$ cat config.mk
export PLATFORM = sky130hd
export DESIGN_NAME = dual_port_ram_arbiter_flat
export DESIGN_NICKNAME = d
export VERILOG_FILES = /design/src/rtl/dpram_arb_pkg.sv /design/src/rtl/dual_port_ram_arbiter_if.sv /design/src/rtl/rr_pick.sv /design/src/rtl/dual_port_ram_arbiter.sv /design/src/flat_wrapper.sv
export SDC_FILE = /design/constraint.sdc
export NUM_CORES = 1
export LEC_CHECK = 0
export CORE_MARGIN = 4
export CORE_UTILIZATION = 47
export CTS_CLUSTER_DIAMETER = 80
export DETAILED_ROUTE_END_ITERATION = 10
export PLACE_DENSITY = 0.87
export SETUP_SLACK_MARGIN = 0.05
export SYNTH_ARGS = -nofsm -noshare
export SYNTH_HDL_FRONTEND = slang
export SYNTH_SLANG_ARGS = --single-unit
$ cat constraint.sdc
create_clock -name clk -period 11.7 [get_ports clk]
set_clock_uncertainty 0.1 [all_clocks]
set_input_delay 1.17 -clock clk [delete_from_list [all_inputs] [get_ports clk]]
set_output_delay 1.17 -clock clk [all_outputs]
set_load 0.03 [all_outputs]
$ cat src/rtl/dpram_arb_pkg.sv
// Shared types and helpers for the dual-port RAM arbiter.
package dpram_arb_pkg;

  function automatic int calc_aw(input int mem_length);
    return (mem_length > 1) ? $clog2(mem_length) : 1;
  endfunction

  typedef enum logic {
    PORT_A = 1'b0,
    PORT_B = 1'b1
  } port_sel_e;

  // Tag id is sized for up to 256 requesters so the struct does not depend on NUM_REQ.
  localparam int ID_W = 8;

  typedef struct packed {
    logic            valid;
    logic [ID_W-1:0] id;
  } tag_t;

endpackage

$ cat src/rtl/dual_port_ram_arbiter_if.sv
// Client request/response bus plus the RAM port pins of the dual-port RAM arbiter.
interface dual_port_ram_arbiter_if #(
  parameter int NUM_REQ    = 4,
  parameter int DATA_WIDTH = 8,
  parameter int MEM_LENGTH = 64
);
  localparam int AW = dpram_arb_pkg::calc_aw(MEM_LENGTH);
  localparam int DW = DATA_WIDTH;

  logic [NUM_REQ-1:0]    req;
  logic [NUM_REQ-1:0]    we;
  logic [NUM_REQ*AW-1:0] addr;
  logic [NUM_REQ*DW-1:0] wdata;
  logic [NUM_REQ-1:0]    gnt;
  logic [NUM_REQ-1:0]    rvalid;
  logic [NUM_REQ*DW-1:0] rdata;

  logic          ram_wen_a,   ram_wen_b;
  logic [AW-1:0] ram_waddr_a, ram_waddr_b;
  logic [AW-1:0] ram_raddr_a, ram_raddr_b;
  logic [DW-1:0] ram_wdata_a, ram_wdata_b;
  logic [DW-1:0] ram_rdata_a, ram_rdata_b;

  modport slave (
    input  req, we, addr, wdata, ram_rdata_a, ram_rdata_b,
    output gnt, rvalid, rdata,
    output ram_wen_a, ram_wen_b, ram_waddr_a, ram_waddr_b,
    output ram_raddr_a, ram_raddr_b, ram_wdata_a, ram_wdata_b
  );

  modport master (
    output req, we, addr, wdata, ram_rdata_a, ram_rdata_b,
    input  gnt, rvalid, rdata,
    input  ram_wen_a, ram_wen_b, ram_waddr_a, ram_waddr_b,
    input  ram_raddr_a, ram_raddr_b, ram_wdata_a, ram_wdata_b
  );
endinterface

$ cat src/rtl/rr_pick.sv
// Rotating-priority finder: first unmasked requester at or after start, wrapping modulo N.
module rr_pick #(
  parameter int N  = 4,
  parameter int IW = (N > 1) ? $clog2(N) : 1
) (
  input  logic [N-1:0]  req,
  input  logic [IW-1:0] start,
  input  logic [N-1:0]  mask,
  output logic          found,
  output logic [IW-1:0] idx
);
  int j;

  always_comb begin
    found = 1'b0;
    idx   = '0;
    j     = 0;
    for (int k = 0; k < N; k++) begin
      j = int'(start) + k;
      if (j >= N) j = j - N;
      if (!found && req[j] && !mask[j]) begin
        found = 1'b1;
        idx   = IW'(j);
      end
    end
  end
endmodule

$ cat src/rtl/dual_port_ram_arbiter.sv
// Shares one dual-port RAM between NUM_REQ clients: two round-robin grants per cycle,
// RAM pins driven directly, read data routed back to the issuing client one cycle later.
module dual_port_ram_arbiter
  import dpram_arb_pkg::*;
#(
  parameter int NUM_REQ    = 4,
  parameter int DATA_WIDTH = 8,
  parameter int MEM_LENGTH = 64
) (
  input logic clk,
  input logic rst,
  dual_port_ram_arbiter_if.slave bus
);
  localparam int AW = calc_aw(MEM_LENGTH);
  localparam int DW = DATA_WIDTH;
  localparam int IW = (NUM_REQ > 1) ? $clog2(NUM_REQ) : 1;

  function automatic logic [IW-1:0] inc_wrap(input logic [IW-1:0] v);
    return (v == IW'(NUM_REQ - 1)) ? '0 : v + IW'(1);
  endfunction

  logic [IW-1:0]      rr_ptr, a_idx, b_idx, b_start, last_idx;
  logic               a_found, b_raw_found, wr_conflict;
  logic [NUM_REQ-1:0] b_mask;
  logic [AW-1:0]      c_addr  [NUM_REQ];
  logic [DW-1:0]      c_wdata [NUM_REQ];
  logic               grant_v [2];
  logic [IW-1:0]      grant_i [2];
  logic               p_wen   [2];
  logic [AW-1:0]      p_waddr [2];
  logic [AW-1:0]      p_raddr [2];
  logic [DW-1:0]      p_wdata [2];
  logic [DW-1:0]      port_rdata [2];
  tag_t               tag_q   [2];
  logic [DW-1:0]      rdata_q [NUM_REQ];
  logic [NUM_REQ-1:0] gnt_n, rvalid_n;
  logic [NUM_REQ*DW-1:0] rdata_n;

  always_comb begin
    for (int i = 0; i < NUM_REQ; i++) begin
      c_addr[i]  = bus.addr[i*AW +: AW];
      c_wdata[i] = bus.wdata[i*DW +: DW];
    end
  end

  // Port B continues the same scan just past the A winner, never re-picking it.
  assign b_start = inc_wrap(a_idx);
  assign b_mask  = a_found ? (NUM_REQ'(1) << a_idx) : '0;

  rr_pick #(.N(NUM_REQ), .IW(IW)) u_pick_a (
    .req(bus.req), .start(rr_ptr), .mask({NUM_REQ{1'b0}}), .found(a_found), .idx(a_idx)
  );

  rr_pick #(.N(NUM_REQ), .IW(IW)) u_pick_b (
    .req(bus.req), .start(b_start), .mask(b_mask), .found(b_raw_found), .idx(b_idx)
  );

  assign wr_conflict = a_found && b_raw_found && bus.we[a_idx] && bus.we[b_idx] &&
                       (c_addr[a_idx] == c_addr[b_idx]);

  always_comb begin
    grant_v[PORT_A] = rst && a_found;
    grant_v[PORT_B] = rst && a_found && b_raw_found && !wr_conflict;
    grant_i[PORT_A] = a_idx;
    grant_i[PORT_B] = b_idx;
  end

  always_comb begin
    gnt_n = '0;
    for (int p = 0; p < 2; p++) begin
      p_wen[p]   = 1'b0;
      p_waddr[p] = '0;
      p_raddr[p] = '0;
      p_wdata[p] = '0;
      if (grant_v[p]) begin
        gnt_n[grant_i[p]] = 1'b1;
        if (bus.we[grant_i[p]]) begin
          p_wen[p]   = 1'b1;
          p_waddr[p] = c_addr[grant_i[p]];
          p_wdata[p] = c_wdata[grant_i[p]];
        end else begin
          p_raddr[p] = c_addr[grant_i[p]];
        end
      end
    end
  end

  assign bus.gnt         = gnt_n;
  assign bus.ram_wen_a   = p_wen[PORT_A];
  assign bus.ram_wen_b   = p_wen[PORT_B];
  assign bus.ram_waddr_a = p_waddr[PORT_A];
  assign bus.ram_waddr_b = p_waddr[PORT_B];
  assign bus.ram_raddr_a = p_raddr[PORT_A];
  assign bus.ram_raddr_b = p_raddr[PORT_B];
  assign bus.ram_wdata_a = p_wdata[PORT_A];
  assign bus.ram_wdata_b = p_wdata[PORT_B];

  assign last_idx = grant_v[PORT_B] ? b_idx : a_idx;

  always_ff @(posedge clk or negedge rst) begin
    if (!rst) begin
      rr_ptr <= '0;
    end else if (grant_v[PORT_A]) begin
      rr_ptr <= inc_wrap(last_idx);
    end
  end

  always_ff @(posedge clk or negedge rst) begin
    if (!rst) begin
      tag_q[PORT_A] <= '0;
      tag_q[PORT_B] <= '0;
    end else begin
      for (int p = 0; p < 2; p++) begin
        tag_q[p] <= '{valid: grant_v[p] && !bus.we[grant_i[p]], id: ID_W'(grant_i[p])};
      end
    end
  end

  assign port_rdata[PORT_A] = bus.ram_rdata_a;
  assign port_rdata[PORT_B] = bus.ram_rdata_b;

  // The RAM output register lines up with the tags, so data is steered straight through.
  always_comb begin
    rvalid_n = '0;
    rdata_n  = '0;
    for (int i = 0; i < NUM_REQ; i++) begin
      rdata_n[i*DW +: DW] = rdata_q[i];
      for (int p = 0; p < 2; p++) begin
        if (tag_q[p].valid && (tag_q[p].id == ID_W'(i))) begin
          rvalid_n[i]         = 1'b1;
          rdata_n[i*DW +: DW] = port_rdata[p];
        end
      end
    end
  end

  always_ff @(posedge clk or negedge rst) begin
    if (!rst) begin
      for (int i = 0; i < NUM_REQ; i++) rdata_q[i] <= '0;
    end else begin
      for (int i = 0; i < NUM_REQ; i++) begin
        if (rvalid_n[i]) rdata_q[i] <= rdata_n[i*DW +: DW];
      end
    end
  end

  assign bus.rvalid = rvalid_n;
  assign bus.rdata  = rdata_n;
endmodule

$ cat src/flat_wrapper.sv
// flat-port wrapper written by rule: the top's interface ports become plain ports
module dual_port_ram_arbiter_flat import dpram_arb_pkg::*;
#(
  parameter int NUM_REQ    = 4,
  parameter int DATA_WIDTH = 8,
  parameter int MEM_LENGTH = 64
)
  (clk, rst, bus_req, bus_we, bus_addr, bus_wdata, bus_ram_rdata_a, bus_ram_rdata_b, bus_gnt, bus_rvalid, bus_rdata, bus_ram_wen_a, bus_ram_wen_b, bus_ram_waddr_a, bus_ram_waddr_b, bus_ram_raddr_a, bus_ram_raddr_b, bus_ram_wdata_a, bus_ram_wdata_b);
  dual_port_ram_arbiter_if #(.NUM_REQ(NUM_REQ), .DATA_WIDTH(DATA_WIDTH), .MEM_LENGTH(MEM_LENGTH)) bus_i ();
  input logic clk;
  input logic rst;
  input wire logic [$bits(bus_i.req)-1:0] bus_req;
  input wire logic [$bits(bus_i.we)-1:0] bus_we;
  input wire logic [$bits(bus_i.addr)-1:0] bus_addr;
  input wire logic [$bits(bus_i.wdata)-1:0] bus_wdata;
  input wire logic [$bits(bus_i.ram_rdata_a)-1:0] bus_ram_rdata_a;
  input wire logic [$bits(bus_i.ram_rdata_b)-1:0] bus_ram_rdata_b;
  output wire logic [$bits(bus_i.gnt)-1:0] bus_gnt;
  output wire logic [$bits(bus_i.rvalid)-1:0] bus_rvalid;
  output wire logic [$bits(bus_i.rdata)-1:0] bus_rdata;
  output wire logic [$bits(bus_i.ram_wen_a)-1:0] bus_ram_wen_a;
  output wire logic [$bits(bus_i.ram_wen_b)-1:0] bus_ram_wen_b;
  output wire logic [$bits(bus_i.ram_waddr_a)-1:0] bus_ram_waddr_a;
  output wire logic [$bits(bus_i.ram_waddr_b)-1:0] bus_ram_waddr_b;
  output wire logic [$bits(bus_i.ram_raddr_a)-1:0] bus_ram_raddr_a;
  output wire logic [$bits(bus_i.ram_raddr_b)-1:0] bus_ram_raddr_b;
  output wire logic [$bits(bus_i.ram_wdata_a)-1:0] bus_ram_wdata_a;
  output wire logic [$bits(bus_i.ram_wdata_b)-1:0] bus_ram_wdata_b;
  assign bus_i.req = bus_req;
  assign bus_i.we = bus_we;
  assign bus_i.addr = bus_addr;
  assign bus_i.wdata = bus_wdata;
  assign bus_i.ram_rdata_a = bus_ram_rdata_a;
  assign bus_i.ram_rdata_b = bus_ram_rdata_b;
  assign bus_gnt = bus_i.gnt;
  assign bus_rvalid = bus_i.rvalid;
  assign bus_rdata = bus_i.rdata;
  assign bus_ram_wen_a = bus_i.ram_wen_a;
  assign bus_ram_wen_b = bus_i.ram_wen_b;
  assign bus_ram_waddr_a = bus_i.ram_waddr_a;
  assign bus_ram_waddr_b = bus_i.ram_waddr_b;
  assign bus_ram_raddr_a = bus_i.ram_raddr_a;
  assign bus_ram_raddr_b = bus_i.ram_raddr_b;
  assign bus_ram_wdata_a = bus_i.ram_wdata_a;
  assign bus_ram_wdata_b = bus_i.ram_wdata_b;
  dual_port_ram_arbiter #(.NUM_REQ(NUM_REQ), .DATA_WIDTH(DATA_WIDTH), .MEM_LENGTH(MEM_LENGTH)) u_core (.clk(clk), .rst(rst), .bus(bus_i));
endmodule
==> results.toml <==
[timing]
final_max_slew_viol_count = 0
fin_crit_ns = 9.01
fin_hold_viols = 0
finalSetupViolCount = 0
timing.fmax_ghz = 0.111
setup_repair_after_global_routing_missed_its_margin = "no"
min_period_over_period_pct = 77.0
fin_ws_ns = 2.69
maxSlewHeadroom_pct = 20.4
tightestPinTransition_ns = 1.19
totalNegativeSetupSlack_ns = 0

[drt]
drt-wirelength-per-cell_um = 18.6
vias = 4574
finalWirelength_um = 14000
drt_first_iter_violations = 280
drt_first_pass_iters = 5
vias_per_cell = 6.08
final_antenna_net_count = 0
drcViolationCount = 0

[synth]
postSynth.topFlopCell = "sky130_fd_sc_hd__dfrtp_1"
synth-edff-count = 0
synthesis.nets = 595
yosysWarningCount = 0
yosys.area.top_type = "sky130_fd_sc_hd__dfrtp_1"
synth_area_um2 = 3880
async_flop_share_pct = 100
synth.avg_cell_area_um2 = 7.63
seq_total_area_yosys_pct = 25.8
synth_top_area_share_pct = 25.8
synth-seq-cells = 40
postSynthCellCount = 509
synth.area.top_cells = "sky130_fd_sc_hd__dfrtp_1 26%, sky130_fd_sc_hd__mux2i_1 11%, sky130_fd_sc_hd__nand2_1 9.5%"
count_of_cell_types_in_the_netlist = 66

[critical_path]
required_ns = 10.43
path_depth = 20
timing.reg2reg.worst_path_depth = 18
worst-endpoint-arrival_ns = 7.74
critical_path_class = "in -> out"
critical_path.n_buffers_inverters = 5
path_max_fanout = 34
crit_path_end_kind = "output port"
reg_to_reg_start = "u_core.rr_ptr[0]"
worstSetupStartpoint = "bus_req[0]"
path_delay_family = "buffers and inverters"
kind_of_start_point_of_the_critical_path = "input pin"
maximum_cell_stage_delay_along_the_critical_path_ns = 0.74
worstPathCellList = "clkdlybuf4s50_1, nand2b_2, a21oi_1, o21bai_2, buf_4, inv_1, ha_1, a31oi_1, a21boi_0, nor4_1, o32a_4, nand3_2, inv_2, mux2_4, mux2i_1, a211oi_2, nand4_2, nand3_2, a311oi_1, clkdlybuf4s50_1"
critical_path.slowest_cell = "sky130_fd_sc_hd__clkdlybuf4s50_1"

[cts]
clock-root-buffer = "sky130_fd_sc_hd__clkbuf_8"
number_of_buffers_created_by_cts = 5
cts_buffer_depth = 2
cts.htree.levels = 2
tritoncts = "yes"
cts_setup_buffers = 0
clock-sinks = 40
postCtsResizedCells = 0
cts.clk_slew.worst_paths_ns = 0.09
cts_hold_repair.buffers = 0
clock_latency_ns = 0.29

[global_route]
globalRouteMet2Util_pct = 47.0
grt_antenna_before_repair = 0
global_route_layer_with_the_greatest_usage = "met2"
met1_resource_use_gr_pct = 34.9
total_congestion_overflow_after_global_routing = 0
global_route.usage.met3_pct = 7.64
first_pass_grt_wire_length_um = 22700
track_usage_pct = 28.0
grt_pass1_vias = 4542
grt_start_max_net_pins = 44

[flow_run]
timing.max_cap.violations = 0

[die]
fp.dieH_um = 98.9
initial_utilization_pct = 49.2
floorplan.die_area_um2 = 9780
core_area_um2 = 7890
floorplan.rows = 32
die_x_um = 98.9
io_pins = 164

[finish]
multiInputGateArea_um2 = 2690
antenna_cells = 0
area_growth_syn_to_layout_pct = 45.9
fillerInstances = 604
layout_nets = 735
final-seq-area_um2 = 1000
final_layout_size_suffix_gt1_share_pct = 6.77
post-route-util_pct = 71.8

[worst_hold_path]
hold_class = "reg -> reg"
min-delay-start = "u_core.rdata_q[7]"
hold-path-cell-count = 2

[power_and_ir_drop]
power-per-cell-area_nw_per_um2 = 328
power.leakage_uw = 0.00245
ir_worst_vdd_mv = 0.239

[place]
hpwl_um = 10700
last_weighted_congestion_value_of_the_routability_driven_placer = 0.999
pre_cts_ws_ns = 2.87
placement.io_buffers = 163

[outcome]
run_status = "finished clean"
==> layer usage <==
layer  vias to the layer above  share of wire (%)
met1                      2129                 39
li1                       2120                  -
met4                         0                2.4
met3                        41                 10
met5                         -                  0
met2                       284                 48
==> flip-flops by register name, summed over array words and instances (netlist names) <==
signal / cells
u_core.rdata_q: 32
u_core.tag_q: 6
u_core.rr_ptr: 2
==> layout make-up <==
cell class	instances	area share, %
Sequential cell	40	17.7
Tap cell	102	2.25
Clock buffer	6	1.46
Clock inverter	2	0.685
Multi-Input combinational cell	416	47.5
Inverter	20	1.33
Timing Repair Buffer	166	29.1
==> power by group <==
| group | internal, uW | switching [uW] | total (uW) |
|---|---|---|---|
| combinational | 575 | 923 | 1500 |
| sequential | 206 | 34.0 | 240 |
| clock | 69.7 | 48.5 | 118 |
==> cells in the mapped netlist (2+ instances only) <==
| cell type | number |
|---|---|
| sky130_fd_sc_hd__nand2_1 | 98 |
| sky130_fd_sc_hd__o21ai_0 | 73 |
| sky130_fd_sc_hd__mux2i_1 | 41 |
| sky130_fd_sc_hd__dfrtp_1 | 40 |
| sky130_fd_sc_hd__nor2_1 | 39 |
| sky130_fd_sc_hd__clkbuf_1 | 24 |
| sky130_fd_sc_hd__inv_1 | 18 |
| sky130_fd_sc_hd__nor2b_1 | 14 |
| sky130_fd_sc_hd__a21oi_1 | 12 |
| sky130_fd_sc_hd__and3_1 | 11 |
| sky130_fd_sc_hd__o211ai_1 | 11 |
| sky130_fd_sc_hd__a311oi_1 | 8 |
| sky130_fd_sc_hd__mux4_2 | 8 |
| sky130_fd_sc_hd__nand4_1 | 8 |
| sky130_fd_sc_hd__a21o_1 | 7 |
| sky130_fd_sc_hd__nand2b_1 | 7 |
| sky130_fd_sc_hd__buf_2 | 6 |
| sky130_fd_sc_hd__a31oi_1 | 5 |
| sky130_fd_sc_hd__a211oi_1 | 4 |
| sky130_fd_sc_hd__ha_1 | 4 |
| sky130_fd_sc_hd__nand3_1 | 4 |
| sky130_fd_sc_hd__nor3_1 | 4 |
| sky130_fd_sc_hd__nor4_1 | 4 |
| sky130_fd_sc_hd__and2_1 | 3 |
| sky130_fd_sc_hd__nor3b_1 | 3 |
| sky130_fd_sc_hd__o31a_1 | 3 |
| sky130_fd_sc_hd__a211o_1 | 2 |
| sky130_fd_sc_hd__a32o_1 | 2 |
| sky130_fd_sc_hd__buf_1 | 2 |
| sky130_fd_sc_hd__inv_2 | 2 |
| sky130_fd_sc_hd__mux2_2 | 2 |
| sky130_fd_sc_hd__mux2_4 | 2 |
| sky130_fd_sc_hd__nand3_2 | 2 |
| sky130_fd_sc_hd__nand3b_1 | 2 |
| sky130_fd_sc_hd__o31ai_1 | 2 |
| sky130_fd_sc_hd__xnor2_1 | 2 |
==> layout by cell type (no fill, tap or decap), types with 11 or more instances in the layout <==
| cell | count |
|---|---|
| sky130_fd_sc_hd__clkdlybuf4s50_1 | 162 |
| sky130_fd_sc_hd__nand2_1 | 98 |
| sky130_fd_sc_hd__o21ai_0 | 73 |
| sky130_fd_sc_hd__mux2i_1 | 41 |
| sky130_fd_sc_hd__dfrtp_1 | 40 |
| sky130_fd_sc_hd__nor2_1 | 39 |
| sky130_fd_sc_hd__inv_1 | 18 |
| sky130_fd_sc_hd__nor2b_1 | 14 |
| sky130_fd_sc_hd__a21oi_1 | 12 |
| sky130_fd_sc_hd__o211ai_1 | 11 |
| sky130_fd_sc_hd__and3_1 | 11 |
==> final timing paths <==
| check | slack (ns) | endpoint |
|---|---|---|
| setup / recovery | 2.69 | bus_ram_wdata_b[5] |
| hold / removal | 0.47 | u_core.rdata_q[7] |
| setup reg to reg | 5.89 | u_core.rr_ptr[0] |
| hold reg to reg | 0.47 | u_core.rdata_q[7] |
| max in group asynchronous | 10.02 | u_core.tag_q[0] |
| min in group asynchronous | 0.90 | u_core.rdata_q[11] |
==> tightest hold or removal path, delay by kind of cell, from the launching register on <==
kind | cells | cell delay [ns]
mux | 1 | 0.07
compound gates | 1 | 0.13
flops | 1 | 0.33
==> through the flow <==
stage	std cells	hold slack, ns	total power [uW]	cell area, um2
2_1_floorplan	509	0.418	1230	3880
4_1_cts	752	0.471	1850	5670
3_3_place_gp	744	0.436	1700	5540
5_1_grt	752	0.489	1980	5670
3_5_place_dp	744	0.451	1720	5540
6_report	752	0.468	1860	5670
==> kinds of logic (layout without fill, tap and decap cells) <==
group,count (synthesis),count (layout),synth area share (%)
and+or+nand+nor,209,209,25.7
adders and majority gates,4,4,1.29
muxes,53,53,16.6
DFF,40,40,25.8
AOI/OAI and AO/OA,148,148,24.8
buffers and inverters,53,194,5.41
xor gates and xnor gates,2,2,0.451
(Power assumes the default switching activity.)
